**src/rtl/sig_run_ctrl.sv**
```systemverilog
// Restartable sequencer: holds the core in reset, sweeps the stimulus counter, and folds
// probe words into a rotate-add signature. Optional comparator enabled by SIG_COMPARE_EN.
module sig_run_ctrl #(
  parameter int unsigned RST_CYCLES = 4
) (
  input  logic        clk,
  input  logic        reset,
  input  logic        start,
  input  logic [7:0]  seed,
  input  logic [7:0]  probe_word,
  input  logic [15:0] expected,
  output logic        dut_sync_reset,
  output logic [7:0]  stimulus,
  output logic [15:0] signature,
  output logic        busy,
  output logic        done,
  output logic        pass
);

  typedef enum logic [1:0] {
    StIdle   = 2'b00,
    StRstDut = 2'b01,
    StRun    = 2'b10,
    StDone   = 2'b11
  } state_e;

  state_e      state_q, state_d;
  logic [3:0]  cnt_q, cnt_d;
  logic [7:0]  stim_q, stim_d;
  logic [15:0] sig_q, sig_d;
  logic        pass_q, pass_d;
  logic        dsr_q, busy_q, done_q;
  logic [7:0]  sum;
  logic        sig_match;

  // 8-bit add, carry deliberately dropped
  assign sum = sig_q[7:0] + (probe_word ^ seed);

`ifdef SIG_COMPARE_EN
  assign sig_match = (sig_q == expected);
`else
  logic unused_expected;
  assign unused_expected = ^expected;
  assign sig_match = 1'b0;
`endif

  always_comb begin
    state_d = state_q;
    cnt_d   = cnt_q;
    stim_d  = stim_q;
    sig_d   = sig_q;
    pass_d  = pass_q;
    unique case (state_q)
      StIdle, StDone: begin
        if (start) begin
          state_d = StRstDut;
          cnt_d   = 4'(RST_CYCLES - 1);
          stim_d  = 8'h00;
          sig_d   = 16'h0000;
          pass_d  = 1'b0;
        end else if (state_q == StIdle) begin
          stim_d = 8'h00;
          sig_d  = 16'h0000;
        end
      end
      StRstDut: begin
        stim_d = 8'h00;
        sig_d  = 16'h0000;
        if (cnt_q == 4'd0) begin
          state_d = StRun;
        end else begin
          cnt_d = cnt_q - 4'd1;
        end
      end
      StRun: begin
        if (stim_q != 8'hff) begin
          sig_d  = {sig_q[14:8], sum, sig_q[15]};
          stim_d = stim_q + 8'd1;
        end else begin
          state_d = StDone;
          pass_d  = sig_match;
        end
      end
      default: state_d = StIdle;
    endcase
  end

  always_ff @(posedge clk) begin
    if (reset) begin
      state_q <= StIdle;
      cnt_q   <= 4'd0;
      stim_q  <= 8'h00;
      sig_q   <= 16'h0000;
      pass_q  <= 1'b0;
      dsr_q   <= 1'b0;
      busy_q  <= 1'b0;
      done_q  <= 1'b0;
    end else begin
      state_q <= state_d;
      cnt_q   <= cnt_d;
      stim_q  <= stim_d;
      sig_q   <= sig_d;
      pass_q  <= pass_d;
      // Status flags registered from next state so they align with state_q
      dsr_q   <= (state_d == StRstDut);
      busy_q  <= (state_d == StRstDut) || (state_d == StRun);
      done_q  <= (state_d == StDone);
    end
  end

  assign dut_sync_reset = dsr_q;
  assign stimulus       = stim_q;
  assign signature      = sig_q;
  assign busy           = busy_q;
  assign done           = done_q;
  assign pass           = pass_q;

endmodule

```
**config.mk**
```make
export PLATFORM = sky130hd
export DESIGN_NAME = sig_run_ctrl
export DESIGN_NICKNAME = d
export VERILOG_FILES = /design/src/rtl/sig_run_ctrl.sv
export SDC_FILE = /design/constraint.sdc
export NUM_CORES = 1
export LEC_CHECK = 0
export BUFFER_PORTS_ARGS = -buffer_cell sky130_fd_sc_hd__buf_2
export CORE_ASPECT_RATIO = 0.8
export CORE_UTILIZATION = 50
export DETAILED_ROUTE_END_ITERATION = 10
export HOLD_SLACK_MARGIN = 0.03
export PLACE_DENSITY = 0.91
export SKIP_CTS_REPAIR_TIMING = 1
export SLEW_MARGIN = 20
export SYNTH_ARGS = -nofsm -noshare
export SYNTH_HDL_FRONTEND = slang
export SYNTH_SLANG_ARGS = --single-unit
```
**constraint.sdc**
```tcl
create_clock -name clk -period 2.59 [get_ports clk]
set_input_delay 0.6475 -clock clk [delete_from_list [all_inputs] [get_ports clk]]
set_output_delay 0.6475 -clock clk [all_outputs]
set_load 0.01 [all_outputs]
```
==> results.toml <==
[clock_network]
clock_latency_ns = 0.29
cts_root_buf = "clkbuf_8"
numCtsBuffers = 5
cts_tree = "done"
clkTransAtPathRegs_ns = 0.07
clock_path_buffers = 2
clock-sinks = 33
htree_levels = 2

[drt]
ant_nets = 0
dr.first_iter.drc_count = 84
dr.pass1.iters = 4
drc = 0
routed_via_density = 5.470
route.vias.total = 1630
wirelength_um = 3945
routedWlPerCell_um = 13.24

[layout]
fin_cells = 298
layout_common_cells = "buf_2, dfxtp_1, nand2_1, a21oi_1"
syn2layout_area_growth_pct = 18.91
layout_commonest_cell = "buf_2"
drive_gt1_share_pct = 22.66
nets = 306
num_antenna_cells = 0
fin_util_pct = 62.32

[floorplan]
start_util_pct = 52.41
rows = 19
dieArea_um2 = 3859
die_h_um = 55.77
die_x_um = 69.21
coreArea_um2 = 3447
ios = 63

[logic_synthesis]
yosysSeqAreaShare_pct = 36.57
synth-main-ff-cell = "dfxtp_1"
ys_warn_count = 0
synthArstFlopShare_pct = 0
synth.avg_cell_area_um2 = 8.522
synth_edf_count = 0
syn_area_um2 = 1807
synth.distinct_cells = 40
netlist_instances = 212
yosys_register_bits = 33
syn-num-nets = 263

[setup_path]
critPathKind = "flip-flop to flip-flop"
path_cells = "ha_1, nand4_1, o21bai_2, nor2_1, a31o_1"
cp_max_fo = 23
critPathRequiredTime_ns = 2.78
critPathTopFamily = "compound AO/OA/AOI/OAI gates"
arrival_ns = 2.35
endpoint_kind = "flip-flop"
cpMaxStageDelayCell = "o21bai_2"
worst-path-buf-inv = 0
crit_path_start_kind = "flip-flop"
max_stage_delay_ns = 0.78

[pwr]
peakVddDrop_uv = 584.7
leakagePower_nw = 0.9480
powerDensity_nw_per_um2 = 714.0

[grt]
antenna_found_initial = 0
grt_first_pass_wirelength_um = 6679
grt_max_degree = 30
grt_pass1_vias = 1490
overflow = 0
grt_usage_pct = 21.90

[place]
io_buffers = 45
dp_hpwl_um = 2722
dp.cells = 290
place.gp.congestion = 0.8289

[sta]
tns_ns = 0
finalMaxSlewViolations = 0
tightest_slew_ns = 0.9526
period_needed_ns = 2.164
clock.fmax_mhz = 462.0
fin_crit_sh_pct = 83.57
relSlewSlack_pct = 36.45
rsz0062_at_grt = "false"
setup_violations = 0
finalHoldViolations = 0
fin_skew_ns = 0.008154

[flow_run]
drv_cap = 0

[worst_hold_path]
min_path_type = "flip-flop to flip-flop"

[outcome]
status = "completed"
==> cell type report <==
cell class / count / area, um2
fill: 283 / 1299
multi-input combinational: 159 / 1064
sequential: 33 / 660.6
timing repair buffer: 46 / 232.7
clock buffer: 7 / 96.34
tap: 42 / 52.55
inverter: 10 / 37.54
clock inverter: 1 / 5.005
==> cell usage after synthesis, types with 2 or more instances <==
cell type	n	area [um2]
dfxtp_1	33	660.6
nand2_1	21	78.83
a21oi_1	19	95.09
nand3_1	17	85.08
nor2_1	17	63.81
ha_1	15	187.7
xor2_1	12	105.1
inv_1	10	37.54
xnor2_1	9	78.83
clkbuf_1	6	22.52
nor2b_1	5	31.28
nor3_1	5	25.02
a211oi_1	3	22.52
buf_2	3	15.01
nand4_1	3	18.77
nor3b_1	3	22.52
a31o_1	2	17.52
o21a_1	2	15.01
o21ai_0	2	10.01
o21ai_1	2	10.01
o21bai_1	2	15.01
o311ai_1	2	17.52
or3_1	2	12.51
==> cells by family (layout without fill, tap and decap cells) <==
| kind of cell | count (synthesis) | in the layout | share of synthesized area (%) |
|---|---|---|---|
| compound gates | 40 | 40 | 14.54 |
| xor+xnor | 21 | 21 | 10.18 |
| fa+ha+maj | 16 | 16 | 11.50 |
| buf+inv | 20 | 64 | 4.571 |
| flops | 33 | 33 | 36.56 |
| other cells | 1 | 1 | 0.2076 |
| simple gates | 81 | 81 | 22.44 |
==> per-stage QoR <==
step	setup WS, ns	hold slack [ns]	total power, mW	area [um2]
2_1_floorplan	0.5772	0.4610	0.9845	1807
3_3_place_gp	0.3537	0.4572	1.079	2047
3_5_place_dp	0.3075	0.4646	1.102	2047
4_1_cts	0.4207	0.4753	1.536	2148
5_1_grt	0.2136	0.5057	1.625	2148
6_report	0.4255	0.4749	1.534	2148
==> report_power, final <==
part / switching (mW) / internal [mW] / leakage [nW] / total [mW]
logic: 0.305 / 0.192 / 0.626 / 0.496
clock network: 0.193 / 0.240 / 0.0542 / 0.433
registers: 0.0377 / 0.567 / 0.267 / 0.605
==> per-layer routing <==
metal	track usage, %	share of wire (%)	vias up
met5	0	0	-
met4	10.20	1.2	0
met3	6.341	6.8	4
met2	34.95	46	62
met1	27.33	46	750
li1	-	-	814
==> worst paths after layout <==
path                 from      endpoint  slack, ns  cells past startpoint
max           stimulus[0]  signature[6]       0.43                      5
max reg2reg   stimulus[0]  signature[6]       0.43                      5
min          signature[5]  signature[5]       0.47                      2
min reg2reg  signature[5]  signature[5]       0.47                      2
==> registers in the layout, indices dropped and copies added, names as in the netlist <==
name / flops
stimulus: 8
signature: 16
done: 1
cnt_q: 4
busy: 1
state_q: 2
dut_sync_reset: 1
==> tightest hold or removal path, delay by kind of cell (launching register included) <==
kind | cells | cell delay (ns)
and+or+nand+nor | 1 | 0.06
DFF | 1 | 0.33
AOI/OAI and AO/OA | 1 | 0.05
(Power assumes the default switching activity.)
